--- config.mk ---
export PLATFORM = sky130hd
export DESIGN_NAME = cpu_program_sequencer
export DESIGN_NICKNAME = d
export VERILOG_FILES = /design/src/rtl/cpu_program_sequencer.sv
export SDC_FILE = /design/constraint.sdc
export NUM_CORES = 1
export LEC_CHECK = 0
export ABC_AREA = 0
export ABC_CLOCK_PERIOD_IN_PS = 3400
export BUFFER_PORTS_ARGS = -buffer_cell sky130_fd_sc_hd__buf_2
export CORE_AREA = 2 2 135 137
export DETAILED_ROUTE_END_ITERATION = 16
export DIE_AREA = 0 0 137 139
export SYNTH_ARGS = -nofsm -noshare
export SYNTH_HDL_FRONTEND = slang
export SYNTH_SLANG_ARGS = --single-unit
--- constraint.sdc ---
create_clock -name clk -period 3.4 [get_ports clk]
set_clock_uncertainty 0.2 [all_clocks]
set_input_delay 0.68 -clock clk [delete_from_list [all_inputs] [get_ports clk]]
set_output_delay 0.68 -clock clk [all_outputs]
set_load 0.03 [all_outputs]
--- src/rtl/cpu_program_sequencer.sv ---
// ============================================================================
//  Module      : cpu_program_sequencer
//  Description : Instruction store and run controller for the 8-bit CPU core.
//                Loads a program byte-by-byte, releases the core from reset,
//                feeds one instruction per enabled cycle indexed by the core
//                PC, and provides halt / single-step / breakpoint control.
//  Ports       : clk, rst            - clock, synchronous active-high reset
//                load_*              - program byte stream (valid/ready)
//                run_start, halt_req, step_req, abort - run control
//                brk_en, brk_addr    - breakpoint on core PC
//                cpu_pc              - core program counter (store index)
//                cpu_rst, cpu_step, instr - core reset, clock enable, opcode
//                state, prog_len, cycle_count, done - status
//  Revision    : 1.0 - initial release
// ============================================================================
`default_nettype none

module cpu_program_sequencer #(
    parameter int          DEPTH  = 16,
    parameter int          ADDR_W = 4,
    parameter int          CNT_W  = 16,
    parameter logic [7:0]  FILL   = 8'h00
) (
    input  logic              clk,
    input  logic              rst,
    input  logic              load_valid,
    input  logic [7:0]        load_data,
    input  logic              load_last,
    output logic              load_ready,
    input  logic              run_start,
    input  logic              halt_req,
    input  logic              step_req,
    input  logic              abort,
    input  logic              brk_en,
    input  logic [7:0]        brk_addr,
    input  logic [7:0]        cpu_pc,
    output logic              cpu_rst,
    output logic              cpu_step,
    output logic [7:0]        instr,
    output logic [1:0]        state,
    output logic [ADDR_W:0]   prog_len,
    output logic [CNT_W-1:0]  cycle_count,
    output logic              done
);

    typedef enum logic [1:0] {
        ST_IDLE = 2'd0,
        ST_LOAD = 2'd1,
        ST_RUN  = 2'd2,
        ST_HALT = 2'd3
    } state_t;

    state_t             state_q, state_d;
    logic [ADDR_W:0]    wptr_q, wptr_d;
    logic [ADDR_W:0]    prog_len_q, prog_len_d;
    logic [CNT_W-1:0]   cnt_q, cnt_d;
    logic               done_q, done_d;
    logic               first_q, first_d;     // RUN entry cycle: core reset edge
    logic               supp_q, supp_d;       // breakpoint masked on resume cycle
    logic               post_rst_q, post_rst_d;

    logic [7:0]         mem [DEPTH];

    logic               w_xfer;
    logic               w_we;
    logic [ADDR_W-1:0]  w_waddr;
    logic [ADDR_W:0]    w_wnext;
    logic               w_pc_ok;
    logic               w_brk;
    logic [7:0]         w_rd;

    assign w_xfer  = load_valid & load_ready & ~abort;
    assign w_wnext = wptr_q + 1'b1;
    assign w_pc_ok = cpu_pc < 8'(prog_len_q);
    assign w_brk   = brk_en & (cpu_pc == brk_addr) & ~supp_q;
    assign w_rd    = mem[cpu_pc[ADDR_W-1:0]];

    always_comb begin
        state_d    = state_q;
        wptr_d     = wptr_q;
        prog_len_d = prog_len_q;
        cnt_d      = cnt_q;
        done_d     = done_q;
        first_d    = 1'b0;
        supp_d     = 1'b0;
        post_rst_d = 1'b0;
        w_we       = 1'b0;
        w_waddr    = '0;
        cpu_rst    = 1'b0;
        cpu_step   = 1'b0;
        instr      = FILL;
        load_ready = ((state_q == ST_IDLE) || (state_q == ST_LOAD)) & ~post_rst_q;

        case (state_q)
            ST_IDLE: begin
                cpu_rst = 1'b1;
                if (abort) begin
                    wptr_d = '0;
                end else if (w_xfer) begin
                    w_we    = 1'b1;
                    w_waddr = '0;
                    if (load_last) begin
                        prog_len_d = (ADDR_W+1)'(1);
                        wptr_d     = '0;
                    end else begin
                        state_d = ST_LOAD;
                        wptr_d  = (ADDR_W+1)'(1);
                    end
                end else if (run_start && (prog_len_q != '0)) begin
                    state_d = ST_RUN;
                    first_d = 1'b1;
                    cnt_d   = '0;
                    done_d  = 1'b0;
                end
            end

            ST_LOAD: begin
                cpu_rst = 1'b1;
                if (abort) begin
                    state_d = ST_IDLE;
                    wptr_d  = '0;
                end else if (w_xfer) begin
                    w_we    = 1'b1;
                    w_waddr = wptr_q[ADDR_W-1:0];
                    if (load_last || (w_wnext == (ADDR_W+1)'(DEPTH))) begin
                        prog_len_d = w_wnext;
                        wptr_d     = '0;
                        state_d    = ST_IDLE;
                    end else begin
                        wptr_d = w_wnext;
                    end
                end
            end

            ST_RUN: begin
                if (abort) begin
                    cpu_rst = 1'b1;
                    state_d = ST_IDLE;
                    wptr_d  = '0;
                end else if (first_q) begin
                    // Core is enabled while held in reset so it resets on this edge.
                    cpu_rst  = 1'b1;
                    cpu_step = 1'b1;
                end else if (halt_req || w_brk) begin
                    state_d = ST_HALT;
                end else if (w_pc_ok) begin
                    cpu_step = 1'b1;
                    instr    = w_rd;
                end else begin
                    done_d  = 1'b1;
                    state_d = ST_HALT;
                end
            end

            default: begin // ST_HALT
                if (abort) begin
                    cpu_rst = 1'b1;
                    state_d = ST_IDLE;
                    wptr_d  = '0;
                end else if (run_start && !done_q) begin
                    state_d = ST_RUN;
                    supp_d  = 1'b1;
                end else if (step_req && !done_q) begin
                    if (w_pc_ok) begin
                        cpu_step = 1'b1;
                        instr    = w_rd;
                    end else begin
                        done_d = 1'b1;
                    end
                end
            end
        endcase

        if (cpu_step && !cpu_rst && (cnt_q != {CNT_W{1'b1}})) begin
            cnt_d = cnt_q + 1'b1;
        end
    end

    always_ff @(posedge clk) begin
        if (rst) begin
            state_q    <= ST_IDLE;
            wptr_q     <= '0;
            prog_len_q <= '0;
            cnt_q      <= '0;
            done_q     <= 1'b0;
            first_q    <= 1'b0;
            supp_q     <= 1'b0;
            post_rst_q <= 1'b1;
        end else begin
            state_q    <= state_d;
            wptr_q     <= wptr_d;
            prog_len_q <= prog_len_d;
            cnt_q      <= cnt_d;
            done_q     <= done_d;
            first_q    <= first_d;
            supp_q     <= supp_d;
            post_rst_q <= post_rst_d;
        end
    end

    // Store has no reset; contents are only read below prog_len.
    always_ff @(posedge clk) begin
        if (w_we) begin
            mem[w_waddr] <= load_data;
        end
    end

    assign state       = state_q;
    assign prog_len    = prog_len_q;
    assign cycle_count = cnt_q;
    assign done        = done_q;

endmodule

`default_nettype wire

==> qor.log <==
INFO  timing         final-max-slew-violation-count=0
INFO  yosys          synthDominantAreaCellType=sky130_fd_sc_hd__edfxtp_1
INFO  setup_path     path_class=in -> out
INFO  yosys          synthesis.instances=459
INFO  detailed_routing detail_route.iter0.violations=290
INFO  hold_path      holdCritStartpoint=prog_len[1]$_SDFFE_PP0P_
INFO  global_route   grt_pass1_wl=23700um
INFO  placement      port-buffer-count=67
INFO  timing         timing.final.ws_setup=0.0702ns
INFO  pwr            power-per-cell-area=510nW/um2
INFO  global_route   global_route_overflow=0
INFO  cts            h-tree-depth=4
INFO  cts            cts.root.buffer_cell=sky130_fd_sc_hd__clkbuf_16
INFO  timing         fin_hold_ws=0.323ns
INFO  hold_path      timing.hold.worst_endpoint=prog_len[1]$_SDFFE_PP0P_
INFO  global_route   grt_antenna_before_repair=0
INFO  floorplan      die_y=139um
INFO  floorplan      placeableCoreArea=17700um2
INFO  timing         grt_setup_unrepaired=no
INFO  pwr            design_power_total=4.26mW
INFO  yosys          ys_ff_latch=160
INFO  floorplan      die_width=137um
INFO  yosys          yosys.area.top_type_share=55.6%
INFO  yosys          synth_commonest_cells=128 x sky130_fd_sc_hd__edfxtp_1, 40 x sky130_fd_sc_hd__mux4_2, 34 x sky130_fd_sc_hd__nor2_1, 32 x sky130_fd_sc_hd__dfxtp_1, 24 x sky130_fd_sc_hd__nand2_1
INFO  floorplan      dieArea=19000um2
INFO  placement      gp_routability_congestion=0.824
INFO  detailed_routing drcViolationCount=0
INFO  detailed_routing route.detailed.wl_per_inst=18.8um
INFO  detailed_routing wl=14900um
INFO  hold_path      hold_depth=2
INFO  layout         insertedDiodeCount=0
INFO  setup_path     critical_path_required=2.52ns
INFO  cts            holdBufCountCts=0
INFO  floorplan      std_cell_rows=49
INFO  cts            clk_pin_slew=0.06ns
INFO  timing         timing.final.crit_share=97.9%
INFO  setup_path     worst-r2r-setup-slack=0.60ns
INFO  yosys          synth_top_flop_cell=sky130_fd_sc_hd__edfxtp_1
INFO  timing         fin_crit=3.33ns
INFO  setup_path     critical_path.reg2reg.startpoint=cycle_count[0]$_SDFFE_PP0P_
INFO  yosys          synth.lib_cells_used.distinct=51
INFO  detailed_routing drtPass1Iterations=4
INFO  timing         timing_hold_violations_final=0
INFO  global_route   first_global_vias=4326
INFO  setup_path     reg2reg_depth=7
INFO  cts            numClockSinks=160
INFO  yosys          postSynthAreaPerCell=15.1um2
INFO  floorplan      io-pin-count=68
INFO  yosys          mappedNetlistArea=6920um2
INFO  timing         max_clock_freq=300MHz
INFO  status         outcome=completed
INFO  yosys          synth_sequential_area_ratio=64.8%
INFO  global_route   grtUsageTotal=16.6%
INFO  setup_path     reg2reg_to=cycle_count[5]$_SDFFE_PP0P_
INFO  layout         area_delta_synth_final=20.9%
INFO  pwr            leakage=2.87nW
INFO  yosys          yosys_warnings=0
INFO  layout         layout-drive-gt1-share=31.3%
INFO  layout         finalNetCount=592
INFO  timing         relSlewSlack=43.5%
INFO  placement      post-place-ws=-0.0105ns
INFO  placement      numPlacedInstances=762
INFO  yosys          synthTopCellsByArea=sky130_fd_sc_hd__edfxtp_1 56%, sky130_fd_sc_hd__mux4_2 13%, sky130_fd_sc_hd__dfxtp_1 9.3%
INFO  cts            tritoncts=done
INFO  timing         worst_pin_slew=0.846ns
INFO  setup_path     crit_path_start_kind=primary input
INFO  timing         timing.final.setup_violations=0
INFO  layout         final-instance-count-excl-fill=795
INFO  cts            cts-root-to-sink-buffers=2
INFO  yosys          synth_fp_nets=498
INFO  setup_path     end_kind=output port
INFO  cts            clock_insertion_delay_worst_skew=0.42ns
INFO  detailed_routing detailroute.via_count=4293
INFO  yosys          postSynth.asyncResetShare=0%
INFO  run            max_cap_violations=0
INFO  cts            num_cts_buffers=17
INFO  pwr            vdd_drop_max=0.000361V
INFO  placement      hpwl=10400um
INFO  setup_path     worst-path-max-fanout=10
INFO  yosys          yosysMostFrequentCell=sky130_fd_sc_hd__edfxtp_1
INFO  yosys          synth_enable_flop_cells=128
INFO  layout         final.fill_count=1551
INFO  floorplan      initial_core_util=39.2%
INFO  setup_path     arrival=2.45ns
INFO  detailed_routing postRouteAntennaNets=0
INFO  detailed_routing vias_per_cell=5.40
INFO  hold_path      min-delay-path-class=reg -> reg
INFO  global_route   pin_count_of_the_biggest_net_entering_global_routing=34
INFO  timing         setup_tns=0ns
[report_power, final]
part / internal, mW / switching (mW)
logic: 0.0951 / 0.110
registers: 2.12 / 0.00452
clock network: 1.16 / 0.773
[timing repair]
item	CTS	global route
endpoints found under the setup margin	9	9
buffers inserted	1	0
resized for setup	2	13
gates cloned	0	0
[flip-flops by register name, indices dropped and copies added, names as in the netlist]
signal       count
cycle_count     16
wptr_q           5
post_rst_q       1
mem            128
first_q          1
supp_q           1
state            2
prog_len         5
done             1
[kinds of logic after synthesis]
kind of cell    after synthesis  synth area share [%]
flops                       160                  64.8
simple gates                138                  10.3
compound gates               67                  6.60
mux                          44                  13.6
buf+inv                      30                  1.79
xor+xnor                     14                  1.77
fa+ha+maj                     6                  1.09
[worst max-delay path by stage]
stage | startpoint | to | cells past startpoint
final | cpu_pc[0] | instr[1] | 6
after global routing | prog_len[4]$_SDFFE_PP0P_ | instr[4] | 8
after CTS | prog_len[4]$_SDFFE_PP0P_ | instr[1] | 8
after detailed placement | cpu_pc[4] | instr[1] | 8
after global placement | cpu_pc[0] | instr[1] | 6
after floorplan | cpu_pc[0] | instr[0] | 5
[critical path, cell delays in order]
cell and delay (ns):
sky130_fd_sc_hd__buf_2 0.21, sky130_fd_sc_hd__buf_12 0.19, sky130_fd_sc_hd__mux4_2 0.53, sky130_fd_sc_hd__mux4_2 0.49, sky130_fd_sc_hd__nor2b_2 0.18, sky130_fd_sc_hd__buf_4 0.16
[cells in the final DEF, fill, tap and decap left out, types with 8 or more instances in the layout]
master / count
sky130_fd_sc_hd__nand2_1: 24
sky130_fd_sc_hd__o21ai_0: 10
sky130_fd_sc_hd__clkbuf_16: 17
sky130_fd_sc_hd__dfxtp_1: 31
sky130_fd_sc_hd__a21o_1: 8
sky130_fd_sc_hd__nor2b_1: 9
sky130_fd_sc_hd__nor2_1: 34
sky130_fd_sc_hd__mux4_2: 40
sky130_fd_sc_hd__nand3_1: 15
sky130_fd_sc_hd__a21oi_1: 16
sky130_fd_sc_hd__buf_4: 29
sky130_fd_sc_hd__inv_1: 8
sky130_fd_sc_hd__edfxtp_1: 128
sky130_fd_sc_hd__nor3_1: 10
sky130_fd_sc_hd__xor2_1: 11
sky130_fd_sc_hd__nand2b_1: 10
sky130_fd_sc_hd__buf_2: 61
sky130_fd_sc_hd__or3_1: 11
[routing by layer]
metal | vias to the layer above | GRT usage (%) | part of all wire [%]
li1 | 2005 | - | -
met1 | 2123 | 23.4 | 45
met2 | 153 | 25.3 | 47
met3 | 12 | 4.09 | 6.5
met4 | 0 | 5.48 | 1.1
met5 | - | 0 | 0
[stage by stage]
stage	utilization [%]	instance area, um2
2_1_floorplan	-	6920
3_3_place_gp	43.7	7710
3_5_place_dp	43.7	7710
4_1_cts	47.2	8330
5_1_grt	47.4	8360
6_report	47.4	8360
[cell type report]
cell class | count | area (um2) | area share [%]
sequential | 160 | 4490 | 53.6
timing repair buffer | 96 | 618 | 7.39
multi-input combinational | 269 | 2330 | 27.9
tap | 229 | 287 | 3.43
clock buffer | 17 | 425 | 5.09
inverter | 9 | 33.8 | 0.404
clock inverter | 15 | 181 | 2.17
Power figures use the tool's default switching activity.
